## src/rtl/la_iopocseq.sv

```systemverilog
// IO ring power-on control sequencer: walks the POC cell through
// safe/isolated/enabled phases with per-step settle times and supply-loss guard.
module la_iopocseq #(
    parameter string PROP  = "DEFAULT",
    parameter int    RINGW = 8,
    parameter int    DLYW  = 8
) (
    input  logic             clk,
    input  logic             reset,
    input  logic             en,
    input  logic             vddio_ok,
    input  logic [DLYW-1:0]  dly,
    output logic [RINGW-1:0] ioring,
    output logic             ready,
    output logic [2:0]       state,
    output logic             fault
);

    typedef enum logic [2:0] {
        S_OFF = 3'd0,
        S_UP1 = 3'd1,
        S_UP2 = 3'd2,
        S_UP3 = 3'd3,
        S_ON  = 3'd4,
        S_DN1 = 3'd5,
        S_DN2 = 3'd6
    } state_t;

    localparam logic [RINGW-1:0] IO_RST = RINGW'(4'b0011);

    logic             s1_q, s2_q;
    logic             vs;
    state_t           state_q, state_d;
    logic [DLYW-1:0]  cnt_q, cnt_d;
    logic [DLYW-1:0]  lim_q, lim_d;
    logic             fault_q, fault_d;
    logic [RINGW-1:0] ioring_q, ioring_d;
    logic             ready_q, ready_d;
    logic             expired;
    logic [3:0]       io4;

    assign vs      = s2_q;
    assign expired = (cnt_q == lim_q);

    always_ff @(posedge clk or posedge reset) begin
        if (reset) begin
            s1_q <= 1'b0;
            s2_q <= 1'b0;
        end else begin
            s1_q <= vddio_ok;
            s2_q <= s1_q;
        end
    end

    always_comb begin
        state_d = state_q;
        fault_d = fault_q;
        if (state_q != S_OFF && !vs) begin
            state_d = S_OFF;
            fault_d = 1'b1;
        end else begin
            unique case (state_q)
                S_OFF: begin
                    if (fault_q) begin
                        if (!en) fault_d = 1'b0;
                    end else if (en && vs) begin
                        state_d = S_UP1;
                    end
                end
                S_UP1: begin
                    if (!en)          state_d = S_OFF;
                    else if (expired) state_d = S_UP2;
                end
                S_UP2: begin
                    if (!en)          state_d = S_DN2;
                    else if (expired) state_d = S_UP3;
                end
                S_UP3: begin
                    if (!en)          state_d = S_DN2;
                    else if (expired) state_d = S_ON;
                end
                S_ON:  if (!en)    state_d = S_DN1;
                S_DN1: if (expired) state_d = S_DN2;
                S_DN2: if (expired) state_d = S_OFF;
                default: state_d = S_OFF;
            endcase
        end
    end

    // Every state change reloads the step limit and restarts the count.
    always_comb begin
        cnt_d = cnt_q;
        lim_d = lim_q;
        if (state_d != state_q) begin
            cnt_d = '0;
            lim_d = dly;
        end else if (!expired) begin
            cnt_d = cnt_q + DLYW'(1);
        end
    end

    always_comb begin
        io4 = 4'b0000;
        unique case (state_d)
            S_OFF, S_UP1: io4 = 4'b0011;
            S_UP2, S_DN2: io4 = 4'b0010;
            S_ON:         io4 = 4'b1100;
            default:      io4 = 4'b0000;
        endcase
        ioring_d = RINGW'(io4);
        ready_d  = (state_d == S_ON);
    end

    always_ff @(posedge clk or posedge reset) begin
        if (reset) begin
            state_q  <= S_OFF;
            cnt_q    <= '0;
            lim_q    <= '0;
            fault_q  <= 1'b0;
            ioring_q <= IO_RST;
            ready_q  <= 1'b0;
        end else begin
            state_q  <= state_d;
            cnt_q    <= cnt_d;
            lim_q    <= lim_d;
            fault_q  <= fault_d;
            ioring_q <= ioring_d;
            ready_q  <= ready_d;
        end
    end

    assign ioring = ioring_q;
    assign ready  = ready_q;
    assign state  = state_q;
    assign fault  = fault_q;

endmodule
```

## config.mk

```make
export PLATFORM = sky130hd
export DESIGN_NAME = la_iopocseq
export DESIGN_NICKNAME = d
export VERILOG_FILES = /design/src/rtl/la_iopocseq.sv
export SDC_FILE = /design/constraint.sdc
export NUM_CORES = 1
export LEC_CHECK = 0
export BUFFER_PORTS_ARGS = -buffer_cell sky130_fd_sc_hd__buf_2
export CORE_MARGIN = 10
export CORE_UTILIZATION = 55
export DETAILED_ROUTE_END_ITERATION = 6
export PLACE_DENSITY = 0.87
export SYNTH_ARGS = -nofsm -noshare
export SYNTH_HDL_FRONTEND = slang
export SYNTH_SLANG_ARGS = --single-unit
```

## constraint.sdc

```tcl
create_clock -name clk -period 2.8 [get_ports clk]
set_input_delay 0.56 -clock clk [delete_from_list [all_inputs] [get_ports clk]]
set_output_delay 0.56 -clock clk [all_outputs]
set_load 0.005 [all_outputs]
```

======== Yosys cells after proc, flatten, opt, wreduce, memory -nomap -nowiden ========
Cells that the tools add are included.
storage, ports and cells
  register bits ........................... 27
  input bits .............................. 12
  output and inout port bits .............. 13
  logic and storage cells ................. 51
cells by class
  add/sub/neg operators ................... 1
  equal/unequal tests ..................... 13
  mux-type cells .......................... 20
  reduce and logical (&&, ||, !) cells .... 9
operators by type and width
  cell                                                                      count
  3-bit 2-to-1 mux                                                          12
  3-bit one-hot mux with 7 select lines                                     1
  8-bit 2-to-1 mux                                                          2
  3-bit equality test (second input constant)                               5
  4-bit one-hot mux with 3 select lines                                     1
  3-bit by 2-bit equality test with 1-bit output (second input constant)    3
  8-bit by 1-bit adder with 8-bit output (second input constant)            1
  8-bit equality test                                                       1
  3-bit by 1-bit equality test with 1-bit output (second input constant)    2
  3-bit logical NOT                                                         2
  1-bit 2-to-1 mux                                                          4
  2-bit OR reduction                                                        2
  3-bit inequality test                                                     1
  3-bit nonzero test                                                        1
  1-bit logical AND                                                         2
  2-bit by 1-bit inequality test with 1-bit output (second input constant)  1
  2-bit nonzero test                                                        1
  1-bit logical NOT                                                         1

======== Depth between registers and ports, before layout ========
  depth in word-level cells ............... 8
  depth in mapped cells ................... 8
  depth with buffers taken out ............ 5

======== Least setup slack after synthesis ========
No wires, ideal clock.
  kind .................................... flip-flop to flip-flop
  start ................................... register cnt_q[2]
  end ..................................... register lim_q[0]
  library setup time ...................... 127 ps
  data arrival time ....................... 1,875 ps
  required time ........................... 2,673 ps
  setup slack ............................. 797 ps
  cell stages (with the launch flop) ...... 9
  path buffers ............................ 3
  period minus slack after synthesis ...... 2,003 ps
  cells stage by stage .................... dfrtp_1 buf_6 xnor2_2 nand4_2 or2_0 buf_2 o211ai_4 buf_6 mux2_1
between the ends
  cells in the longest elaborated chain, start to end .. 6
  elaborated cells on any way between the ends .. 12
  classes of those cells .................. eq/ne (2); mux (10)
RTL lines
  element                                  line        source
  start: declaration                       34          logic [DLYW-1:0] cnt_q, cnt_d;
  start signal: assignment                 124         cnt_q <= cnt_d;
  8-bit equality test *                    43          assign expired = (cnt_q == lim_q);
  3-bit 2-to-1 mux (on tied branches)      80, 72, 76
  3-bit 2-to-1 mux (on tied branches)      79, 71, 75
  3-bit one-hot mux with 7 select lines *  62          unique case (state_q)
  3-bit 2-to-1 mux *                       58          if (state_q != S_OFF && !vs) begin
  3-bit inequality test *                  94          if (state_d != state_q) begin
  end signal: assignment                   125         lim_q <= lim_d;
  end: declaration                         35          logic [DLYW-1:0] lim_q, lim_d;
Every way passes the cells marked *; elsewhere a longest branch is shown, timed or not.
A chain may end at the register's enable or synchronous reset.

======== Final worst setup path ========
  start ................................... register cnt_q[2]
  end ..................................... register lim_q[5]
Same word-level chain as after synthesis.

==> impl_metrics.tcl <==
set metrics [dict create \
    grt-ovfl-total 0 \
    die_x_um 71.55 \
    pwr-share-seq 0.543 \
    port_buffers 20 \
    nNetsFinal 167 \
    ant_nets 0 \
    required_ns 3.01 \
    yosys-top-cells-count "dfrtp_1 (24), nor2_1 (11), xnor2_1 (8)" \
    multi_input_area_um2 706.9 \
    status "complete, no violations" \
    antenna_found_initial 0 \
    synth-compound-area-share 0.1678 \
    drc 0 \
    min_period_ns 2.205 \
    diodes 0 \
    cp_max_fo 16 \
    fin_setup_tns_ns 0 \
    die_area_mm2 0.005119 \
    cp_top_family "flip-flops" \
    grt_max_degree 27 \
    fillCellCount 217 \
    hold_buffers 0 \
    yosys.area.top_type "dfrtp_1" \
    yosys.area.top_type_share 0.4110 \
    worst_setup_path_start_kind "flop" \
    async_flop_share 1.000 \
    wirelength_um 2757 \
    wl_per_cell_um 15.07 \
    synth-warning-count 0 \
    clkTransAtPathRegs_ns 0.13 \
    ys_seq_area_frac 0.4469 \
    cp_slowest_stage_delay_ns 0.50 \
    p_int_mw 0.6219 \
    cts_setup_buffers 0 \
    fin_skew_ns 0.005154 \
    crit_path_end_kind "flop" \
    dp_hpwl_um 2075 \
    powerDensity_mw_per_mm2 581.7 \
    synth-xor-area-share 0.09503 \
    syn_to_final_growth_pct 7.021 \
    p_sw_mw 0.2879 \
    placed_area_mm2 0.001528 \
    htreeDepth 1 \
    synth.distinct_cells 45 \
    cts_tree "yes" \
    ctsResizeCount 0 \
    syn_area_mm2 0.001461 \
    ys.flop_type "dfrtp_1" \
    viasPerCell 5.661 \
    track_usage 0.1088 \
    synth-edff-count 0 \
    firstDrtPassIters 4 \
    synth-adder-area-share 0.008562 \
    cts_root_buf "clkbuf_4" \
    drv_cap 0 \
    power_frac_clock 0.203 \
    finalCritPeriodShare 0.7875 \
    hold_violations 0 \
    cts_buffer_depth 2 \
    grt_pass1_wl_um 4733 \
    synth.top_cells.by_area "dfrtp_1 (41%), xnor2_1 (4.8%), dfstp_2 (3.6%)" \
    pwr-share-comb 0.254 \
    clk_latency_ns 0.32 \
    grt_setup_unrepaired "no" \
    start_util 0.5846 \
    worstSetupPathType "reg -> reg" \
    drv_slew 0 \
    power_mw 0.9098 \
    synthMuxAreaShare 0.06849 \
    path_buf_inv 0 \
    synth.most_common_cell "dfrtp_1" \
    ir_drop_uv 370.5 \
    finalWeightedCongestion 0.8252 \
    vias 1036 \
    hold_ws_ns 0.3371 \
    critPathSlowestCell "dfrtp_1" \
    coreArea_mm2 0.002500 \
    tightest_slew_ns 0.9481 \
    avgSynthCellArea_um2 10.44 \
    synth-seq-cells 26 \
    syn_inst 140 \
    p_leak_nw 0.6801 \
    die_h_um 71.55 \
    final-seq-area_um2 653.1 \
    fmax_mhz 453.5 \
    slew_headroom 0.3673 \
    final_area_mm2 0.001564 \
    grt_pass1_vias 1077 \
    drive_gt1_frac 0.2484 \
    rows 18 \
    sw_frac_of_total 0.3165 \
    synth_simple_gate_area_frac 0.1336 \
    clock_sinks 26 \
    crit_path_cell_trace "xnor2_2, nand4_2, or2_0, o211ai_4, mux2_2" \
    cts_buffers 3 \
    io_pins 25 \
    cp_data_arrival_time_ns 2.42 \
    setup_viol 0 \
    synth_top_family_by_area "compound AO/OA/AOI/OAI gates" \
    drt_iter0_markers 151 \
    hold_path_class "in -> reg" \
]
-- area by class of cell --
cell class              instances  share of cell area
clock buffers                   4             0.02320
repair buffers                 22             0.07360
well taps                      30             0.02400
flip-flops and latches         26              0.4176
multi-input cells              97              0.4520
inverters                       4            0.009600
-- stage by stage --
stage                     utilization  std cells  setup slack (ns)
after global placement         0.6111        179            0.5876
after global routing           0.6256        183            0.4740
after floorplan                     -        143            0.7973
after CTS                      0.6256        183            0.5438
final                          0.6256        183            0.5949
after detailed placement       0.6111        179            0.4981
-- flip-flops by register name, summed over array words and instances, names as in the netlist --
signal / count
cnt_q: 8
s2_q: 1
fault: 1
lim_q: 8
ready: 1
state: 3
ioring: 3
s1_q: 1
-- kinds of logic after synthesis --
kind of cell             Yosys count
AO/OA/AOI/OAI                     30
XOR/XNOR                          15
adder cells (fa/ha/maj)            1
buffers and inverters             20
flip-flops                        26
multiplexers                       9
other                              1
AND/OR/NAND/NOR                   38
-- layout by cell type, fill, tap and decap left out, types with 4 or more instances in the layout --
cell,instances
mux2_1,4
dfrtp_1,24
nor2_1,11
mux2_2,4
nor3_1,4
xor2_1,6
conb_1,4
xnor2_1,8
nor2b_1,4
o21ai_0,5
inv_1,4
buf_2,20
nand2_1,6
-- per-layer routing --
layer  wire length (um)  part of all wire  track usage  vias to the layer above
li1                   -                 -            -                      516
met1               1183              0.43       0.1272                      485
met2               1388              0.50       0.1892                       33
met3                175             0.063      0.02755                        2
met4                  9            0.0033      0.03441                        0
met5                  0                 0            0                        -
-- final timing paths --
path / from / to / slack [ns] / cells past startpoint
worst max-delay path: cnt_q[2]$_DFFE_PP0P_ / lim_q[5]$_DFFE_PP0P_ / 0.59 / 5
worst min-delay path: vddio_ok / s1_q$_DFF_PP0_ / 0.34 / 1
worst max register to register: cnt_q[2]$_DFFE_PP0P_ / lim_q[5]$_DFFE_PP0P_ / 0.59 / 5
worst min register to register: s1_q$_DFF_PP0_ / s2_q$_DFF_PP0_ / 0.37 / 0
max in group asynchronous: reset / cnt_q[0]$_DFFE_PP0P_ / 1.79 / 2
min in group asynchronous: reset / cnt_q[4]$_DFFE_PP0P_ / 0.43 / 2
-- worst reg2reg max path, delay by kind of cell, from the launching register on --
| kind | cells | cell delay (ns) |
|---|---|---|
| compound gates | 1 | 0.50 |
| mux | 1 | 0.40 |
| simple gates | 2 | 0.50 |
| flops | 1 | 0.50 |
| xor+xnor | 1 | 0.20 |
-- power by group through the flow --
stage,clock network (mW),logic (mW),registers (mW)
2_1_floorplan,0,0.217,0.472
5_1_grt,0.205,0.262,0.504
6_report,0.184,0.231,0.494
3_5_place_dp,0,0.233,0.502
4_1_cts,0.191,0.235,0.495
3_3_place_gp,0,0.220,0.496
Note: power is estimated with default switching activity, not from simulation.
